## src/rtl/alu_exec.sv

```systemverilog
// alu_exec: execute stage fed by the register file read ports.
// Single-cycle ADD/SUB/AND/OR/XOR/SLL/SRL may issue every cycle. MUL is an
// iterative shift-add multiplier that holds busy for DATA_W cycles.
// Ports:
//   CLK, RST_N        clock, synchronous active-low reset
//   start, op         issue request and opcode (accepted when !busy)
//   RD1, RD2, WA_in   operands and destination register
//   ALUResult, WA     registered result and destination
//   write_enable      one-cycle write-back strobe
//   busy              high while a MUL is in progress
//   zero, carry       flags, updated only together with write_enable
module alu_exec #(
  parameter int unsigned DATA_W = 8,
  parameter int unsigned ADDR_W = 4
) (
  input  logic              CLK,
  input  logic              RST_N,
  input  logic              start,
  input  logic [2:0]        op,
  input  logic [DATA_W-1:0] RD1,
  input  logic [DATA_W-1:0] RD2,
  input  logic [ADDR_W-1:0] WA_in,
  output logic [DATA_W-1:0] ALUResult,
  output logic [ADDR_W-1:0] WA,
  output logic              write_enable,
  output logic              busy,
  output logic              zero,
  output logic              carry
);

  localparam int unsigned CntW = $clog2(DATA_W) + 1;

  localparam logic [2:0] OpAdd = 3'b000;
  localparam logic [2:0] OpSub = 3'b001;
  localparam logic [2:0] OpAnd = 3'b010;
  localparam logic [2:0] OpOr  = 3'b011;
  localparam logic [2:0] OpXor = 3'b100;
  localparam logic [2:0] OpSll = 3'b101;
  localparam logic [2:0] OpSrl = 3'b110;
  localparam logic [2:0] OpMul = 3'b111;

  typedef enum logic [0:0] {StIdle, StMul} state_e;

  state_e                state_q, state_d;
  logic [DATA_W-1:0]     res_q, res_d;
  logic [ADDR_W-1:0]     wa_q, wa_d;
  logic                  we_q, we_d;
  logic                  busy_q, busy_d;
  logic                  zero_q, zero_d;
  logic                  carry_q, carry_d;
  logic [2*DATA_W-1:0]   mcand_q, mcand_d;
  logic [DATA_W-1:0]     mplier_q, mplier_d;
  logic [2*DATA_W-1:0]   acc_q, acc_d;
  logic [ADDR_W-1:0]     dest_q, dest_d;
  logic [CntW-1:0]       cnt_q, cnt_d;

  logic [DATA_W-1:0]     alu_res;
  logic                  alu_c;
  logic [DATA_W:0]       sum_w, diff_w, sll_w, srl_w;
  logic [2:0]            sh;
  logic [2*DATA_W-1:0]   acc_step;

  // Single-cycle datapath. Shifts are done one bit wider so the last bit
  // shifted out lands in the extra bit; a zero shift leaves it clear.
  always_comb begin
    sh     = RD2[2:0];
    sum_w  = {1'b0, RD1} + {1'b0, RD2};
    diff_w = {1'b0, RD1} - {1'b0, RD2};
    sll_w  = {1'b0, RD1} << sh;
    srl_w  = {RD1, 1'b0} >> sh;
    alu_res = '0;
    alu_c   = 1'b0;
    unique case (op)
      OpAdd: begin alu_res = sum_w[DATA_W-1:0];  alu_c = sum_w[DATA_W];  end
      OpSub: begin alu_res = diff_w[DATA_W-1:0]; alu_c = diff_w[DATA_W]; end
      OpAnd: alu_res = RD1 & RD2;
      OpOr:  alu_res = RD1 | RD2;
      OpXor: alu_res = RD1 ^ RD2;
      OpSll: begin alu_res = sll_w[DATA_W-1:0]; alu_c = sll_w[DATA_W]; end
      OpSrl: begin alu_res = srl_w[DATA_W:1];   alu_c = srl_w[0];      end
      OpMul: begin alu_res = '0; alu_c = 1'b0; end
      default: begin alu_res = '0; alu_c = 1'b0; end
    endcase
  end

  // One shift-add step: the multiplier is consumed LSB first while the
  // multiplicand walks left, so it is always aligned to the current bit.
  assign acc_step = acc_q + (mplier_q[0] ? mcand_q : '0);

  always_comb begin
    state_d  = state_q;
    res_d    = res_q;
    wa_d     = wa_q;
    we_d     = 1'b0;
    busy_d   = busy_q;
    zero_d   = zero_q;
    carry_d  = carry_q;
    mcand_d  = mcand_q;
    mplier_d = mplier_q;
    acc_d    = acc_q;
    dest_d   = dest_q;
    cnt_d    = cnt_q;
    unique case (state_q)
      StIdle: begin
        if (start) begin
          if (op == OpMul) begin
            mcand_d  = {{DATA_W{1'b0}}, RD1};
            mplier_d = RD2;
            dest_d   = WA_in;
            acc_d    = '0;
            cnt_d    = '0;
            busy_d   = 1'b1;
            state_d  = StMul;
          end else begin
            res_d   = alu_res;
            carry_d = alu_c;
            zero_d  = (alu_res == '0);
            wa_d    = WA_in;
            we_d    = 1'b1;
          end
        end
      end
      StMul: begin
        acc_d    = acc_step;
        mcand_d  = mcand_q << 1;
        mplier_d = mplier_q >> 1;
        cnt_d    = cnt_q + CntW'(1);
        if (cnt_q == CntW'(DATA_W - 1)) begin
          res_d   = acc_step[DATA_W-1:0];
          carry_d = |acc_step[2*DATA_W-1:DATA_W];
          zero_d  = (acc_step[DATA_W-1:0] == '0);
          wa_d    = dest_q;
          we_d    = 1'b1;
          busy_d  = 1'b0;
          state_d = StIdle;
        end
      end
      default: state_d = StIdle;
    endcase
  end

  always_ff @(posedge CLK) begin
    if (!RST_N) begin
      state_q  <= StIdle;
      res_q    <= '0;
      wa_q     <= '0;
      we_q     <= 1'b0;
      busy_q   <= 1'b0;
      zero_q   <= 1'b0;
      carry_q  <= 1'b0;
      mcand_q  <= '0;
      mplier_q <= '0;
      acc_q    <= '0;
      dest_q   <= '0;
      cnt_q    <= '0;
    end else begin
      state_q  <= state_d;
      res_q    <= res_d;
      wa_q     <= wa_d;
      we_q     <= we_d;
      busy_q   <= busy_d;
      zero_q   <= zero_d;
      carry_q  <= carry_d;
      mcand_q  <= mcand_d;
      mplier_q <= mplier_d;
      acc_q    <= acc_d;
      dest_q   <= dest_d;
      cnt_q    <= cnt_d;
    end
  end

  assign ALUResult    = res_q;
  assign WA           = wa_q;
  assign write_enable = we_q;
  assign busy         = busy_q;
  assign zero         = zero_q;
  assign carry        = carry_q;

endmodule

```

## config.mk

```make
export PLATFORM = sky130hd
export DESIGN_NAME = alu_exec
export DESIGN_NICKNAME = d
export VERILOG_FILES = /design/src/rtl/alu_exec.sv
export SDC_FILE = /design/constraint.sdc
export NUM_CORES = 1
export LEC_CHECK = 0
export CAP_MARGIN = 20
export CORE_MARGIN = 2
export CORE_UTILIZATION = 55
export CTS_CLUSTER_SIZE = 12
export DETAILED_ROUTE_END_ITERATION = 6
export PLACE_DENSITY = 0.83
export SYNTH_ARGS = -nofsm -noshare
export SYNTH_HDL_FRONTEND = slang
export SYNTH_SLANG_ARGS = --single-unit
```

## constraint.sdc

```tcl
create_clock -name CLK -period 6.1 [get_ports CLK]
set_input_delay 1.525 -clock CLK [delete_from_list [all_inputs] [get_ports CLK]]
set_output_delay 1.525 -clock CLK [all_outputs]
set_load 0.1 [all_outputs]
```

# Yosys cells after proc, flatten, opt, wreduce, memory -nomap -nowiden

Cells that the tools add are included.

Register bits after elaboration: 65
Bits of input ports: 26
Output and inout port bits: 16

Mux-type cells: 43
Add/sub/neg operators: 4
Bitwise logic cells: 4
Shift operators: 2
Reduce and logical (&&, ||, !) cells: 8
Equal/unequal tests: 12

Operator list:

| operator                                                               | count |
|---|---|
| 16-bit 2-to-1 mux                                                      | 5 |
| 16-bit case mux with 2 select lines                                    | 2 |
| 8-bit case mux with 8 select lines                                     | 1 |
| 8-bit 2-to-1 mux                                                       | 5 |
| 8-bit case mux with 2 select lines                                     | 2 |
| 4-bit 2-to-1 mux                                                       | 5 |
| 16-bit adder                                                           | 1 |
| 8-bit logical NOT                                                      | 2 |
| 4-bit case mux with 2 select lines                                     | 2 |
| 1-bit 2-to-1 mux                                                       | 15 |
| 3-bit equality test (second input constant)                            | 4 |
| 1-bit case mux with 2 select lines                                     | 5 |
| 8-bit by 8-bit adder with 9-bit output                                 | 1 |
| 3-bit AND reduction                                                    | 3 |
| 8-bit by 3-bit left shift with 9-bit output                            | 1 |
| 9-bit by 3-bit >> shifter with 9-bit output                            | 1 |
| 8-bit by 8-bit subtractor with 9-bit output                            | 1 |
| 8-bit bitwise AND                                                      | 1 |
| 8-bit bitwise OR                                                       | 1 |
| 8-bit OR reduction                                                     | 1 |
| 8-bit XOR                                                              | 1 |
| 3-bit by 2-bit equality test with 1-bit output (second input constant) | 2 |
| 2-bit inequality test (second input constant)                          | 3 |
| 4-bit by 1-bit adder with 4-bit output (second input constant)         | 1 |
| other kinds (7)                                                        | 7 |

# Longest topological paths before layout

Gate-level depths: netlist of the first run.

Depth in word-level cells: 6
Mapped depth: 12
Depth with buffers taken out: 11

# Least setup slack after synthesis of the first run

No wires, ideal clock.

Path kind: input port to flip-flop
Start point: input RD2[1]
End point: register res_q[7] (netlist: ALUResult[7])
Path slack: 2,316 ps
Buffers on the path: 2
Data required time: 5,964 ps
Data arrival time: 3,648 ps
Stages on the path: 12
Path through: clkbuf_1 -> buf_2 -> inv_1 -> ha_1 -> a21o_1 -> a21oi_1 -> o21ai_0 -> a21oi_1 -> o31ai_1 -> xor2_1 -> a211oi_1 -> o32ai_1

Longest elaborated chain between the ends: 5
Elaborated cells between the ends (all ways): 8
Classes of those cells: add/sub: 2; shift: 2; mux: 4

Ends and longest elaborated chain:

| what                                                                | RTL line | RTL |
|---|---|---|
| start, declared                                                     | 21       | `input logic [DATA_W-1:0] RD2,` |
| 8-bit by 8-bit subtractor with 9-bit output (tied with other cells) | 68       | `diff_w = {1'b0, RD1} - {1'b0, RD2};` |
| 8-bit case mux with 8 select lines (*)                              | 73       | `unique case (op)` |
| 8-bit 2-to-1 mux (*)                                                | 106      | `if (op == OpMul) begin` |
| 8-bit 2-to-1 mux (*)                                                | 105      | `if (start) begin` |
| 8-bit case mux with 2 select lines (*)                              | 103      | `unique case (state_q)` |
| end signal, assigned                                                | 158      | `res_q <= res_d;` |
| end, declared                                                       | 45       | `logic [DATA_W-1:0] res_q, res_d;` |

Every way passes the cells marked *; elsewhere a longest branch is shown, timed or not. The select of a mux whose other input is x is not followed.
A chain may end at the register's enable or synchronous reset.

# Worst setup path in the final report of the first run

Start point: input RD2[0]
End point: register zero_q (netlist: zero)

Longest elaborated chain between the ends: 6
Elaborated cells between the ends (all ways): 12
Classes of those cells: add/sub: 2; shift: 2; mux: 4; bitwise: 3; reduce/logical: 1

Ends and longest elaborated chain:

| what                                                                | RTL line | RTL |
|---|---|---|
| 8-bit by 8-bit subtractor with 9-bit output (tied with other cells) | 68       |  |
| 8-bit case mux with 8 select lines (*)                              | 73       |  |
| 8-bit logical NOT (*)                                               | 117      | `zero_d = (alu_res == '0);` |
| 1-bit 2-to-1 mux (*)                                                | 106      |  |
| 1-bit 2-to-1 mux (*)                                                | 105      |  |
| 1-bit case mux with 2 select lines (*)                              | 103      |  |
| end signal, assigned                                                | 162      | `zero_q <= zero_d;` |
| end, declared                                                       | 49       | `logic zero_q, zero_d;` |

Marks and branches as above.

==> results of run 1 <==
## final cells by class
cell class	count	area (um2)
Fill cell	811	3390
Multi-Input combinational cell	492	3620
Clock buffer	12	145
Clock inverter	3	17.5
Inverter	27	101
Tap cell	111	139
Sequential cell	65	1300
Timing Repair Buffer	50	478
## path summary, 6_finish.rpt
check               to  slack [ns]
max               zero        1.53
min          dest_q[0]        0.47
max reg2reg      carry        2.77
min reg2reg  dest_q[0]        0.47
## worst min-delay path, cell delays in order, from the launching register on
cell,delay [ns]
dfxtp_1,0.31
nand2_1,0.05
a21boi_0,0.07
## power groups by stage
stage / clock network (uW) / registers (uW) / logic (uW)
detailed placement: 0 / 453 / 290
finish: 319 / 443 / 295
CTS: 325 / 443 / 292
global route: 344 / 445 / 315
global placement: 0 / 453 / 286
floorplan: 0 / 512 / 148
## registers in the layout, summed over array words and instances (netlist names)
signal and flops:
acc_q 16, mcand_q 16, ALUResult 8, mplier_q 8, WA 4, cnt_q 4, dest_q 4, busy 1
carry 1, state_q 1, write_enable 1, zero 1
## cells by family (layout without fill, tap and decap cells)
family	count (synthesis)	after routing	share of synthesized area, %
simple gates	224	224	22.9
compound gates	177	177	25.2
buf+inv	71	92	5.48
flops	65	65	25.0
fa+ha+maj	44	44	11.0
mux	29	29	7.38
xor+xnor	18	18	3.03
## per-layer routing
layer	up-vias	part of all wire, %
met2	200	48
met5	-	0
met4	0	3.9
met1	2339	42
li1	2345	-
met3	43	6.1
## synth_stat cells, drive strengths merged (7+ instances only)
cell,instances,area share (%)
nand3,18,1.8
nor3,12,1.2
ha,41,9.9
mux2i,17,3.3
nor2b,45,5.4
inv,26,1.9
a22oi,25,3.6
dfxtp,65,25
nand2,56,4.0
nand2b,11,1.3
a21o,7,1.0
nor2,29,2.1
and2,20,2.4
mux4,7,3.0
a211oi,8,1.2
clkbuf,35,2.5
a21boi,11,1.6
buf,9,1.0
a21oi,27,2.6
a31oi,7,1.1
o21ai,25,2.4
a222oi,14,2.7
xnor2,12,2.0
o211a,8,1.5
## per-stage QoR
stage	util (%)	power, uW	worst slack (ns)	hold WS (ns)
2_1_floorplan	-	660	2.32	0.443
3_3_place_gp	61.3	739	1.33	0.451
3_5_place_dp	61.3	743	1.21	0.462
4_1_cts	63.1	1060	1.56	0.472
5_1_grt	63.1	1100	1.34	0.497
6_report	63.1	1060	1.53	0.471
==> results.toml, run 1 <==
[clock_tree]
cts_setup_buffers = 0
clockRootBuffer = "clkbuf_8"
htreeDepth = 3
clkSinkCount = 65
cts_hold_buf = 0
cts_tree = "yes"
numCtsBuffers = 9
path_clk_slew_ns = 0.07
cts_resized = 0
cts_buffer_depth = 2
clk_latency_ns = 0.34

[grt]
busiest_layer = "met2"
use_met1_pct = 36.4
grt_overflow = 0
grt_pass1_vias = 4682
grt_first_pass_wirelength_um = 23100
grt_max_degree = 65
track_usage_pct = 28.4
grt_use_met3_pct = 3.73
grt_use_met2_pct = 47.3
antenna_found_initial = 0

[job]
maxCapViolCount = 0

[critical_path]
arrival_ns = 4.79
worst_setup_path_start_kind = "primary input"
r2r_cells = 10
critical_path_required_ns = 6.32
cpPeakStageDelay_ns = 0.92
crit_path_frequent_cell = "nor3_1"
crit_buf_inv = 1
worstReg2RegStart = "mplier_q[0]"
worstPathMaxFanout = 21
critical_path_class = "primary input to register"
crit_slowest_cell = "clkdlybuf4s50_1"
end_kind = "register"
worst-path-stages = 10
cp_top_family = "buffers and inverters"
critical_path.cell_chain = "clkdlybuf4s50_1 -> ha_1 -> fa_1 -> nor3_1 -> nor3_1 -> o31a_1 -> o221ai_1 -> a21oi_1 -> and3_1 -> a211o_1"
crit_start = "RD2[0]"

[sta]
max_slew_margin_pct = 33.3
rsz0062_at_grt = "no"
hold_viol = 0
period_share_pct = 74.9
slew_viol_final = 0
tns_ns = 0
fin_skew_ns = 0.0133
fmax_mhz = 219
setup_viol = 0
period_needed_ns = 4.57
worst_pin_slew_ns = 0.998

[synthesis]
ys_seq_elements = 65
synth_edf_count = 0
synthArstFlopShare_pct = 0
synth_seq_area_share_pct = 25.0
syn_avg_cell_area_um2 = 8.28
synth.cell_area_um2 = 5200
synth_cell_type_count = 74
synth_fp_nets = 698
yosys_warnings = 0
synth_ff_type = "dfxtp_1"
syn-instance-count = 628

[final_layout]
layout_common_cells = "dfxtp_1, nand2_1, nor2b_1, ha_1, clkdlybuf4s50_1"
drive_above_1_share_pct = 6.78
num-nets-final = 715
fin_area_um2 = 5800
layout_commonest_cell = "dfxtp_1"
layoutNonFillerInstCount = 760
syn2layout_area_growth_pct = 11.5
antenna_cells = 0

[floorplan]
start_util_pct = 56.6
die_h_um = 101
core_um2 = 9200
io_pins = 42
dieArea_um2 = 10300
die_x_um = 101
rows = 35

[route]
first_pass_iters = 5
routed_wl_um = 14200
route.antenna.remaining_nets = 0
drt_iter0_markers = 296
num_vias = 4927
wl_per_cell_um = 18.6
drc = 0
vias_per_cell = 6.48

[place]
hpwlAfterDp_um = 10400
gp_congestion = 1.03
dp_cells = 745
port_buffers = 41
dpl_cell_area_um2 = 5640

[power]
p_comb_share_pct = 27.9
p_per_area_nw_per_um2 = 182
p_seq_share_pct = 41.9
switching_share_pct = 34.2
p_switching_uw = 362
ir_drop_mv = 0.112
clkPwrFrac_pct = 30.2
cellLeakagePower_uw = 0.00238
p_int_uw = 696

[min_path]
whs_path_depth = 2
min_from = "dest_q[0]"
worstHoldPathType = "register to register"

[outcome]
status = "finished, final reports clean"
No activity file was read; power rests on OpenSTA's default activity.
==> run 2, diff against run 1 <==
clock period = 4.8 ns   (was 6.1 ns; I/O delays follow)
==> run 2 against run 1 <==
Against the previous run:
- first-iteration DRC count increased by 49%
- global-route usage increased by 0.66 points
- combinational power increased by 28%
- flip-flop and latch count unchanged
- sequential power increased by 27%
- register-to-register slack got worse by 1.2 ns
- setup slack got worse by 0.75 ns
- clock power increased by 70%
- critical path depth unchanged
- non-clock buffer count increased by 5
- largest cell class unchanged
==> results.toml, run 2 (synthesis gave the netlist of run 1 again) <==
[floorplan]
rows = 35
io_pins = 42
die_x_um = 101
start_util_pct = 56.6
core_um2 = 9200
dieArea_um2 = 10300
die_h_um = 101

[final_layout]
layout_commonest_cell = "dfxtp_1"
syn2layout_area_growth_pct = 13.5
final_core_util_pct = 64.2
num-nets-final = 720
top_regs = "acc_q: 16 flops, mcand_q: 16 flops"
layoutNonFillerInstCount = 766
layout_common_cells = "dfxtp_1, nand2_1, nor2b_1, ha_1, clkdlybuf4s50_1"
fin_area_um2 = 5900
antenna_cells = 0
drive_above_1_share_pct = 7.94

[critical_path]
arrival_ns = 4.23
cp_top_family = "compound AO/OA/AOI/OAI gates"
worstReg2RegEnd = "carry"
worstReg2RegStart = "mplier_q[0]"
r2r_cells = 11
crit_slowest_cell = "clkdlybuf4s50_1"
crit_path_frequent_cell = "a21oi_1"
reg2reg_slack_ns = 1.54
critical_path.cell_chain = "clkdlybuf4s50_1 -> inv_1 -> ha_1 -> a21oi_1 -> o21ai_0 -> a21oi_1 -> o31ai_1 -> xor2_1 -> a211oi_1 -> o32ai_1"
worst_setup_path_start_kind = "primary input"
cpPeakStageDelay_ns = 0.80
worstPathMaxFanout = 12
critical_path_required_ns = 5.01
crit_buf_inv = 2
end_kind = "register"
critical_path_class = "primary input to register"

[min_path]
worstHoldEndpoint = "dest_q[2]"
whs_path_depth = 2
min_from = "dest_q[2]"
worstHoldPathType = "register to register"

[sta]
period_needed_ns = 4.02
setup_viol = 0
tns_ns = 0
rsz0062_at_grt = "no"
max_slew_margin_pct = 34.4
period_share_pct = 83.7
fmax_mhz = 249
hold_viol = 0
worst_pin_slew_ns = 0.981
slew_viol_final = 0
fin_skew_ns = 0.0245

[route]
route.antenna.remaining_nets = 0
drc = 0
first_pass_iters = 7
vias_per_cell = 6.50
wl_per_cell_um = 18.7
routed_wl_um = 14300
drt_iter0_markers = 441
num_vias = 4977

[clock_tree]
cts_setup_buffers = 0
cts_tree = "yes"
path_clk_slew_ns = 0.08
clk_latency_ns = 0.36
cts_resized = 0
cts_hold_buf = 0
clockRootBuffer = "clkbuf_8"
clkSinkCount = 65
numCtsBuffers = 9
htreeDepth = 3
cts_buffer_depth = 2

[grt]
track_usage_pct = 29.0
grt_pass1_vias = 4805
antenna_found_initial = 0
grt_max_degree = 65
grt_first_pass_wirelength_um = 23700
grt_overflow = 0

[power]
ir_drop_mv = 0.208
p_per_area_nw_per_um2 = 252
cellLeakagePower_uw = 0.00243

[place]
gp_congestion = 0.997
hpwlAfterDp_um = 10500
dpl_cell_area_um2 = 5680
dp_cells = 750
port_buffers = 41

[job]
maxCapViolCount = 0

[outcome]
status = "finished, final reports clean"
-- run 2: cell count changes in the layout (fill, tap and decap cells not counted) --
| cell | before | now |
|---|---|---|
| inv_6 | 0 | 2 |
| clkbuf_8 | 10 | 9 |
| buf_4 | 9 | 14 |
| clkinv_4 | 0 | 2 |
| clkinv_2 | 2 | 0 |
| bufinv_16 | 0 | 2 |
| clkbuf_1 | 2 | 0 |
-- run 2: cell type report --
type                            instances  area [um2]
Clock inverter                          7         103
Multi-Input combinational cell        492        3620
Timing Repair Buffer                   55         515
Tap cell                              111         139
Sequential cell                        65        1300
Inverter                               27         101
Clock buffer                            9         124
Fill cell                             792        3290
-- run 2: worst reg2reg max path: cells and delay by family (launching register included) --
kind                     cells  cell delay, ns
AND/OR/NAND/NOR              1            0.22
flip-flops                   1            0.46
adder cells (fa/ha/maj)      2            0.63
XOR/XNOR                     1            0.19
AO/OA/AOI/OAI                7            1.63
-- run 2: metrics by stage --
step / setup WS (ns) / power [uW] / hold WS (ns)
global placement: 0.631 / 941 / 0.452
detailed placement: 0.551 / 947 / 0.467
CTS: 0.910 / 1480 / 0.478
global route: 0.724 / 1540 / 0.503
floorplan: 1.34 / 839 / 0.443
finish: 0.784 / 1480 / 0.475
-- run 2: layer usage --
| layer | routed length [um] | track usage, % | up-vias |
|---|---|---|---|
| met5 | 0 | 0 | - |
| li1 | - | - | 2354 |
| met1 | 5950 | 37.0 | 2362 |
| met2 | 7100 | 49.9 | 226 |
| met3 | 805 | 3.80 | 35 |
| met4 | 466 | 11.4 | 0 |
-- run 2: worst max-delay path by stage --
stage	to	depth (start not counted)	from	slack [ns]
global placement	zero	11	RD1[4]	0.63
detailed placement	zero	11	RD1[4]	0.55
floorplan	ALUResult[7]	12	RD2[1]	1.34
finish	ALUResult[7]	10	RD1[2]	0.78
global route	ALUResult[7]	12	RD2[1]	0.72
CTS	zero	11	RD1[4]	0.91
-- run 2: power breakdown --
part           internal, uW  total, uW  switching (uW)
sequential              554        564            9.86
combinational           135        379             244
clock                   298        542             244
